<file path="src/rtl/switch_nport_pkg.sv">
// Shared constants for the N-port packet switch: default geometry and drop-counter sizing.
package switch_nport_pkg;

  localparam int unsigned NUM_PORTS_DEF  = 4;
  localparam int unsigned DATA_W_DEF     = 8;
  localparam int unsigned FIFO_DEPTH_DEF = 4;
  localparam int unsigned CNT_W          = 8;
  localparam logic [CNT_W-1:0] CNT_MAX   = '1;

endpackage

</file>
<file path="src/rtl/switch_rr_arb.sv">
// Round-robin arbiter for one output port; the search starts at ptr_q and ptr_q moves past
// the winner.
module switch_rr_arb #(
  parameter int unsigned N = 4
) (
  input  logic         clk,
  input  logic         rst_n,
  input  logic [N-1:0] req,
  output logic [N-1:0] gnt
);

  localparam int unsigned PW = $clog2(N);

  logic [PW-1:0] ptr_q;
  logic [PW-1:0] ptr_d;

  always_comb begin : p_arb
    int unsigned idx;
    idx   = 0;
    gnt   = '0;
    ptr_d = ptr_q;
    for (int unsigned k = 0; k < N; k++) begin
      idx = (32'(ptr_q) + k) % N;
      if (gnt == '0 && req[idx]) begin
        gnt[idx] = 1'b1;
        ptr_d    = PW'((idx + 1) % N);
      end
    end
  end

  always_ff @(posedge clk or negedge rst_n) begin : p_ptr
    if (!rst_n) begin
      ptr_q <= '0;
    end else begin
      ptr_q <= ptr_d;
    end
  end

endmodule

</file>
<file path="src/rtl/switch_nport.sv">
// N-port switch: one FIFO per input, per-head remaining-target mask, one round-robin
// arbiter per output and registered output slices.
module switch_nport
  import switch_nport_pkg::*;
#(
  parameter int unsigned NUM_PORTS  = NUM_PORTS_DEF,
  parameter int unsigned DATA_W     = DATA_W_DEF,
  parameter int unsigned FIFO_DEPTH = FIFO_DEPTH_DEF
) (
  input  logic                           clk,
  input  logic                           rst_n,
  input  logic [NUM_PORTS-1:0]           valid_in,
  input  logic [NUM_PORTS*NUM_PORTS-1:0] source_in,
  input  logic [NUM_PORTS*NUM_PORTS-1:0] target_in,
  input  logic [NUM_PORTS*DATA_W-1:0]    data_in,
  output logic [NUM_PORTS-1:0]           in_ready,
  output logic [NUM_PORTS-1:0]           valid_out,
  output logic [NUM_PORTS*NUM_PORTS-1:0] source_out,
  output logic [NUM_PORTS*NUM_PORTS-1:0] target_out,
  output logic [NUM_PORTS*DATA_W-1:0]    data_out,
  output logic [NUM_PORTS*CNT_W-1:0]     drop_cnt
);

  localparam int unsigned N  = NUM_PORTS;
  localparam int unsigned AW = $clog2(FIFO_DEPTH);

  typedef logic [N-1:0] mask_t;
  typedef logic [AW:0]  cnt_t;

  cnt_t              cnt_q   [N];
  logic [AW-1:0]     rd_q    [N];
  logic [AW-1:0]     wr_q    [N];
  mask_t             rem_q   [N];
  mask_t             rem_d   [N];
  mask_t             mem_src [N][FIFO_DEPTH];
  mask_t             mem_tgt [N][FIFO_DEPTH];
  logic [DATA_W-1:0] mem_dat [N][FIFO_DEPTH];
  logic [CNT_W-1:0]  drop_q  [N];
  logic              run_q;
  logic [N-1:0]      push, pop, drop, nonempty;
  mask_t             req [N];
  mask_t             gnt [N];
  mask_t             hit [N];
  logic [N-1:0]      vo_d, vo_q;
  mask_t             so_d [N], so_q [N], to_d [N], to_q [N];
  logic [DATA_W-1:0] do_d [N], do_q [N];

  // run_q keeps the first edge after reset release free of pushes and drops.
  always_comb begin : p_fifo_ctl
    nonempty = '0;
    in_ready = '0;
    push     = '0;
    drop     = '0;
    for (int unsigned i = 0; i < N; i++) begin
      nonempty[i] = cnt_q[i] != '0;
      in_ready[i] = cnt_q[i] != cnt_t'(FIFO_DEPTH);
      push[i]     = run_q && valid_in[i] && in_ready[i] && (target_in[i*N +: N] != '0);
      drop[i]     = run_q && valid_in[i] && !push[i];
    end
  end

  always_comb begin : p_req
    for (int unsigned j = 0; j < N; j++) begin
      req[j] = '0;
      for (int unsigned i = 0; i < N; i++) begin
        req[j][i] = nonempty[i] & rem_q[i][j];
      end
    end
  end

  for (genvar j = 0; j < N; j++) begin : g_arb
    switch_rr_arb #(
      .N(N)
    ) u_arb (
      .clk  (clk),
      .rst_n(rst_n),
      .req  (req[j]),
      .gnt  (gnt[j])
    );
  end

  // A head pops once every target bit has been served; the next head's mask loads at that edge.
  always_comb begin : p_rem
    pop = '0;
    for (int unsigned i = 0; i < N; i++) begin
      hit[i] = '0;
      for (int unsigned j = 0; j < N; j++) begin
        hit[i][j] = gnt[j][i];
      end
      rem_d[i] = rem_q[i] & ~hit[i];
      pop[i]   = nonempty[i] && ((rem_q[i] & ~hit[i]) == '0);
      if (pop[i]) begin
        if (cnt_q[i] > cnt_t'(1)) begin
          rem_d[i] = mem_tgt[i][rd_q[i] + AW'(1)];
        end else if (push[i]) begin
          rem_d[i] = target_in[i*N +: N];
        end
      end else if (!nonempty[i] && push[i]) begin
        rem_d[i] = target_in[i*N +: N];
      end
    end
  end

  always_comb begin : p_out
    vo_d = '0;
    for (int unsigned j = 0; j < N; j++) begin
      vo_d[j] = |gnt[j];
      so_d[j] = '0;
      to_d[j] = '0;
      do_d[j] = '0;
      if (vo_d[j]) begin
        to_d[j][j] = 1'b1;
      end
      for (int unsigned i = 0; i < N; i++) begin
        if (gnt[j][i]) begin
          so_d[j] = so_d[j] | mem_src[i][rd_q[i]];
          do_d[j] = do_d[j] | mem_dat[i][rd_q[i]];
        end
      end
    end
  end

  always_ff @(posedge clk or negedge rst_n) begin : p_state
    if (!rst_n) begin
      run_q <= 1'b0;
      vo_q  <= '0;
      for (int unsigned i = 0; i < N; i++) begin
        cnt_q[i]  <= '0;
        rd_q[i]   <= '0;
        wr_q[i]   <= '0;
        rem_q[i]  <= '0;
        drop_q[i] <= '0;
        so_q[i]   <= '0;
        to_q[i]   <= '0;
        do_q[i]   <= '0;
      end
    end else begin
      run_q <= 1'b1;
      vo_q  <= vo_d;
      for (int unsigned i = 0; i < N; i++) begin
        cnt_q[i] <= cnt_q[i] + cnt_t'(push[i]) - cnt_t'(pop[i]);
        if (push[i]) wr_q[i] <= wr_q[i] + AW'(1);
        if (pop[i]) rd_q[i] <= rd_q[i] + AW'(1);
        rem_q[i] <= rem_d[i];
        if (drop[i] && drop_q[i] != CNT_MAX) drop_q[i] <= drop_q[i] + CNT_W'(1);
        so_q[i] <= so_d[i];
        to_q[i] <= to_d[i];
        do_q[i] <= do_d[i];
      end
    end
  end

  always_ff @(posedge clk) begin : p_mem
    for (int unsigned i = 0; i < N; i++) begin
      if (push[i]) begin
        mem_src[i][wr_q[i]] <= source_in[i*N +: N];
        mem_tgt[i][wr_q[i]] <= target_in[i*N +: N];
        mem_dat[i][wr_q[i]] <= data_in[i*DATA_W +: DATA_W];
      end
    end
  end

  always_comb begin : p_flat
    valid_out  = vo_q;
    source_out = '0;
    target_out = '0;
    data_out   = '0;
    drop_cnt   = '0;
    for (int unsigned i = 0; i < N; i++) begin
      source_out[i*N +: N]           = so_q[i];
      target_out[i*N +: N]           = to_q[i];
      data_out[i*DATA_W +: DATA_W]   = do_q[i];
      drop_cnt[i*CNT_W +: CNT_W]     = drop_q[i];
    end
  end

endmodule
</file>
<file path="config.mk">
export PLATFORM = sky130hd
export DESIGN_NAME = switch_nport
export DESIGN_NICKNAME = d
export VERILOG_FILES = /design/src/rtl/switch_nport_pkg.sv /design/src/rtl/switch_rr_arb.sv /design/src/rtl/switch_nport.sv
export SDC_FILE = /design/constraint.sdc
export NUM_CORES = 1
export LEC_CHECK = 0
export CAP_MARGIN = 20
export CELL_PAD_IN_SITES_DETAIL_PLACEMENT = 1
export CELL_PAD_IN_SITES_GLOBAL_PLACEMENT = 1
export CORE_AREA = 8 8 283 285
export CTS_BUF_LIST = sky130_fd_sc_hd__clkbuf_8
export CTS_CLUSTER_SIZE = 12
export DETAILED_ROUTE_END_ITERATION = 12
export DIE_AREA = 0 0 291 293
export GPL_TIMING_DRIVEN = 0
export PLACE_DENSITY_LB_ADDON = 0.05
export SYNTH_ARGS = -nofsm -noshare
export SYNTH_HDL_FRONTEND = slang
export SYNTH_HIERARCHICAL = 1
export SYNTH_SLANG_ARGS = --single-unit
export TNS_END_PERCENT = 10
</file>
<file path="constraint.sdc">
create_clock -name clk -period 10.05 [get_ports clk]
set_input_delay 1.5075 -clock clk [delete_from_list [all_inputs] [get_ports clk]]
set_output_delay 1.5075 -clock clk [all_outputs]
set_load 0.02 [all_outputs]
</file>
==> results.md, run 1 <==
| Item | Reported |
| --- | --- |
| Max Root-Sink Buffers | 3 |
| Average wire length per cell after detail routing | 23.5 um |
| Total count of max-transition violations in the final report | 0 |
| Final min period | 5.69 ns |
| Kind of critical path | flop to flop |
| Number of antenna violations at the first check in global routing | 11 |
| Post-Route WL | 60,900 um |
| Setup repair after global routing missed its margin | false |
| Clk_lat worst skew | 0.66 ns |
| Status | completed |
| Total congestion overflow after global routing | 0 |
| Number of storage elements in the synthesis netlist | 393 |
| Remaining antenna violation count after routing | 0 |
| Routed via count | 12,185 |
| Worst-path fanout max | 7 |
| EDFF count, synth | 256 |
| CTS root buffer | clkbuf_8 |
| Register area | 11,100 um2 |
| Proportion of register bits with asynchronous set or reset after synthesis | 0.349 |
| Mean instance size in the synthesized netlist | 14.4 um2 |
| Unique masters post-synth | 87 |
| Initial cell density of the core | 0.247 |
| Mapped cell area | 18,600 um2 |
| Fill cell instance count of the final layout | 7,961 |
| Worst endpoint required time | 10.59 ns |
| Worst hold path stage count | 1 |
| Final net count | 1,688 |
| Startpoint Class | flop |
| First-pass GRT wire length | 90,600 um |
| Area of combinational cells with multiple inputs | 6990 um2 |
| DRC violations left | 0 |
| Number of hold-slack violations in the final timing report | 0 |
| Floorplan die area | 85,300 um2 |
| Critical Path AT | 6.23 ns |
| Die width | 291 um |
| Final critical-path share of the clock period | 0.566 |
| Slew margin rel. | 0.355 |
| Max Cap Viol | 0 |
| CTS Buf Count | 77 |
| # Post-CTS Setup Buffers | 0 |
| Via/cell ratio | 4.70 |
| Number of sinks driven by the clock tree | 393 |
| Commonest register cell after synthesis | edfxtp_1 |
| Synth-to-layout area growth | 24.3% |
| Count of hold buffers inserted by post-cts repair | 0 |
| Clock tree from TritonCTS | done |
| Count of cells along the worst register-to-register path | 18 |
| DIE HEIGHT | 293 um |
| Number of warnings printed during yosys synthesis | 6 |
| Input/output buffers | 161 |
| Number of core rows | 101 |
| Number of ports placed on the die boundary | 174 |
| Worst Skew | 0.0398 ns |
| DRC marker count from the first detailed-route iteration | 565 |
| Max Clk Rate | 176 MHz |
| Number of H-tree levels | 3 |
| Final estimated routing congestion in global placement | 0.800 |
| Core region area | 75,400 um2 |
| 1st-pass router iterations | 6 |
| Post-Route Setup TNS | 0 ns |
| Cell count after synthesis | 1,295 |
| Part of the Yosys area used for sequential elements | 0.596 |
| Total of endpoints with negative setup slack in the final report | 0 |
| Share of final-layout standard cells stronger than drive strength 1 | 0.171 |
| Slack of the worst reg-to-reg path | 4.36 ns |
| Number of resized instances in the post-cts repair step | 0 |
| Clock transition time at the flip-flop clock pins of the worst setup and hold paths | 0.06 ns |
| Maximum number of pins on one net before global-route repair | 83 |
| Class of the tightest hold or removal check | flop to flop |
| Kind of end point of the critical path | flop |
| Number of global-route vias before repair | 13,313 |
| Transition time at the pin with the least slew margin | 0.967 ns |
| Total global routing track utilization | 0.141 |
| Half-perimeter wire length after placement | 43,900 um |
Yosys cell counts (27+ instances only):
library cell,instances,area [um2]
xor2_1,27,236
nand2_1,98,368
dfrtp_1,137,3430
mux4_2,72,1620
ha_1,64,801
nor2_1,37,139
edfxtp_1,256,7690
inv_1,54,203
and2_1,38,238
nand3_1,30,150
a22oi_1,100,751
critical path: stages, from the launching register on:
cell       delay (ns)
dfrtp_1          0.44
or3_1            0.52
and2_1           0.30
mux4_2           0.55
a21boi_2         0.21
a22o_2           0.27
nor4_2           0.51
a21oi_1          0.13
o21ai_0          0.20
buf_2            0.27
nor2b_1          0.06
a2111oi_0        0.77
nand2_1          0.30
inv_1            0.19
ha_1             0.13
inv_1            0.04
ha_1             0.18
fa_1             0.38
xnor2_1          0.13
final cells by class:
class | count | share of cell area
multi-input combinational | 795 | 0.302
inverter | 55 | 0.00891
timing repair buffer | 165 | 0.0716
clock buffer | 88 | 0.0523
sequential | 393 | 0.480
antenna | 3 | 0.000324
clock inverter | 52 | 0.0168
buffer | 63 | 0.0158
tap | 978 | 0.0528
sequential cells by signal, indices dropped and copies added, names as in the netlist:
signal             count
rem_q                 16
mem_dat              128
mem_src               64
valid_out              3
source_out            16
drop_cnt              32
rd_q                   8
cnt_q                 12
target_out             1
mem_tgt               64
data_out              32
run_q                  1
g_arb.u_arb/ptr_q      8
wr_q                   8
metrics by stage:
step | setup slack [ns] | std cells | hold WS, ns | util | cell area [um2]
3_5_place_dp | 4.45 | 2449 | 0.484 | 0.286 | 21600
6_report | 4.36 | 2592 | 0.497 | 0.307 | 23200
5_1_grt | 3.94 | 2590 | 0.520 | 0.307 | 23200
2_1_floorplan | 5.41 | 1306 | 0.494 | - | 18700
3_3_place_gp | 0.412 | 2445 | 0.484 | 0.285 | 21500
4_1_cts | 4.28 | 2589 | 0.499 | 0.307 | 23200
path summary, 6_finish.rpt:
check	start	to
min in group asynchronous	rst_n	drop_cnt[29]
hold reg to reg	drop_cnt[7]	drop_cnt[7]
setup reg to reg	cnt_q[3]	cnt_q[5]
setup / recovery	cnt_q[3]	cnt_q[5]
hold / removal	drop_cnt[7]	drop_cnt[7]
max in group asynchronous	rst_n	data_out[31]
placed cells by master, fill, tap and decap left out, types with 18 or more instances in the layout:
cell type,Yosys,final
edfxtp_1,256,256
clkdlybuf4s50_1,0,160
dfrtp_1,137,137
a22oi_1,100,100
nand2_1,98,98
clkbuf_8,0,88
inv_1,54,74
mux4_2,72,72
ha_1,64,64
and2_1,38,38
nor2_1,37,37
nand3_1,30,30
xor2_1,27,27
clkbuf_1,25,25
o21ai_0,25,25
nor2b_1,23,23
xnor2_1,20,20
mux2i_1,18,18
kinds of logic after synthesis:
family / Yosys count / share of synthesized area
DFF: 393 / 0.596
and+or+nand+nor: 322 / 0.0958
AOI/OAI and AO/OA: 241 / 0.0991
buffers and inverters: 118 / 0.0307
muxes: 104 / 0.108
adders and majority gates: 68 / 0.0473
xor gates and xnor gates: 47 / 0.0221
other: 2 / 0.000403
routing by layer:
metal,wire (um),track usage,vias to the layer above
met5,19,0,-
met4,1150,0.0439,4
met3,2810,0.0300,95
met2,29500,0.234,247
met1,27500,0.183,6311
li1,-,-,5528
Power of run 1 is not shown: default switching activity piles up to over one toggle a cycle in this logic, so the estimate is an artifact.
==> run 2, diff against run 1 <==
clock period = 5.6 ns   (was 10.05 ns; I/O delays follow)
==> run 2 against run 1 <==
Against the previous run: worst setup slack worse by 4.0 ns; sequential share of layout area hardly changed; core utilization hardly changed; non-clock buffer count stayed put; hold slack worse by 0.28 ns; die area stayed put; first-iteration DRC count is 5.0% higher; highest routed layer unchanged; cell area hardly changed; cell count hardly changed; via count hardly changed; critical path depth is 1 lower.
==> results.md, run 2 (synthesized netlist as in run 1, its figures left out) <==
| Item | Reported | Delta |
| --- | --- | --- |
| Largest incremental delay on the critical path | 0.55 ns | -0.22 ns |
| Crit path buf inv count | 3 | unchanged |
| Core region area | 75,400 um2 | unchanged |
| Number of sinks driven by the clock tree | 393 | unchanged |
| Kind of cell with the highest combined delay on the critical path | simple AND/OR/NAND/NOR gates |  |
| Final min period | 5.27 ns | -0.415 ns |
| Status | completed |  |
| Clock tree from TritonCTS | done |  |
| Average wire length per cell after detail routing | 23.6 um | +0.29% |
| Max Root-Sink Buffers | 3 | unchanged |
| Total global routing track utilization | 0.141 | about the same |
| Most used cells in the layout excluding fill and tap cells | edfxtp_1 (256), clkdlybuf4s50_1 (160), dfrtp_1 (137) |  |
| Number of antenna violations at the first check in global routing | 11 | unchanged |
| Count of cells along the worst register-to-register path | 17 | -1 |
| Total congestion overflow after global routing | 0 | unchanged |
| Post-Route WL | 61,000 um | +0.25% |
| Input/output buffers | 161 | unchanged |
| Initial cell density of the core | 0.247 | unchanged |
| Final estimated routing congestion in global placement | 0.800 | unchanged |
| CTS root buffer | clkbuf_8 |  |
| Most common library cell in the layout ignoring fill and taps | edfxtp_1 |  |
| Total count of max-transition violations in the final report | 0 | unchanged |
| Half-perimeter wire length after placement | 43,900 um | unchanged |
| Number of hold-slack violations in the final timing report | 0 | unchanged |
| DRC violations left | 0 | unchanged |
| DIE HEIGHT | 293 um | unchanged |
| Transition time at the pin with the least slew margin | 0.965 ns | -0.00262 ns |
| Setup repair after global routing missed its margin | true |  |
| Routed via count | 12,177 | -0.066% |
| Kind of end point of the critical path | flop |  |
| Clock transition time at the flip-flop clock pins of the worst setup and hold paths | 0.06 ns | about the same |
| Share of final-layout standard cells stronger than drive strength 1 | 0.173 | +0.00186 |
| Worst-path fanout max | 7 | unchanged |
| Number of global-route vias before repair | 13,312 | -0.0075% |
| Synth-to-layout area growth | 24.4% | about the same |
| Max Cap Viol | 0 | unchanged |
| Path length in cells of the critical path | 17 | -1 |
| Max Clk Rate | 190 MHz | +7.9% |
| Worst-case setup margin in the final layout | 0.328 ns | -4.04 ns |
| First-pass GRT wire length | 90,600 um | about the same |
| Slew margin rel. | 0.357 | +0.00175 |
| Count of hold buffers inserted by post-cts repair | 0 | unchanged |
| Maximum number of pins on one net before global-route repair | 83 | unchanged |
| Number of H-tree levels | 3 | unchanged |
| Final core occ | 0.307 | about the same |
| CTS Buf Count | 77 | unchanged |
| 1st-pass router iterations | 5 | -1 |
| Final net count | 1,688 | unchanged |
| Cell-by-cell listing of the critical path | or3_1, and2_1, mux4_2, a21boi_2, a22o_2, or3_4, o21ai_0, buf_2, nor2b_1, a2111oi_2, nand2_1, inv_1, ha_1, inv_1, ha_1, fa_1, xnor2_1 |  |
| Pre-CTS setup slack | -0.00163 ns | -4.45 ns |
| Number of core rows | 101 | unchanged |
| Floorplan die area | 85,300 um2 | unchanged |
| Via/cell ratio | 4.70 | about the same |
| Worst endpoint required time | 6.15 ns | -4.44 ns |
| Total of endpoints with negative setup slack in the final report | 0 | unchanged |
| Kind of critical path | flop to flop |  |
| Worst Skew | 0.0393 ns | -0.000431 ns |
| Final critical-path share of the clock period | 0.941 | +0.376 |
| Cells after DPL | 2,449 | unchanged |
| Clk_lat worst skew | 0.66 ns | about the same |
| Die width | 291 um | unchanged |
| Number of flip-flops under the largest register name | 128 | unchanged |
| DRC marker count from the first detailed-route iteration | 593 | +5.0% |
| Post-layout instance count excluding filler cells | 2,591 | -0.039% |
| Class of the tightest hold or removal check | input port to asynchronous set/reset pin |  |
| Startpoint Class | flop |  |
| Number of ports placed on the die boundary | 174 | unchanged |
| Remaining antenna violation count after routing | 0 | unchanged |
| Cell at the slowest stage of the critical path | mux4_2 |  |
| Final Hold Slack | 0.215 ns | -0.282 ns |
| Critical Path AT | 5.82 ns | -0.41 ns |
## run 2: repair_timing
action                     in CTS  in global routing
buffers inserted                0                  0
setup endpoints to repair       2                  8
gates resized for setup         1                  4
## run 2: final cells by class
type / instances / area, um2
antenna: 2 / 5.00
buffer: 63 / 365
clock buffer: 88 / 1210
clock inverter: 52 / 390
fill: 7961 / 52300
inverter: 55 / 206
multi-input combinational: 795 / 7010
sequential: 393 / 11100
tap: 978 / 1220
timing repair buffer: 165 / 1660
## run 2: final timing paths
kind | startpoint | to | slack [ns]
setup / recovery | cnt_q[3] | cnt_q[5] | 0.33
hold reg to reg | drop_cnt[7] | drop_cnt[7] | 0.50
hold / removal | rst_n | drop_cnt[29] | 0.21
setup reg to reg | cnt_q[3] | cnt_q[5] | 0.33
min in group clk | drop_cnt[7] | drop_cnt[7] | 0.50
max in group asynchronous | rst_n | data_out[31] | 4.57
## run 2: routing by layer
layer  wire length [um]  track usage  up-vias  part of all wire
met1              27500        0.183     6309              0.45
met5                 19            0        -           0.00031
met4               1240       0.0439        4             0.020
li1                   -            -     5527                 -
met2              29500        0.234      242              0.48
met3               2710       0.0300       95             0.044
## run 2: metrics by stage
step / instance area, um2 / setup TNS, ns
6_report: 23200 / 0
5_1_grt: 23200 / 0
4_1_cts: 23200 / 0
3_5_place_dp: 21600 / -0.00244
3_3_place_gp: 21500 / -458.40
2_1_floorplan: 18700 / 0
Power of run 2 is left out for the same reason.
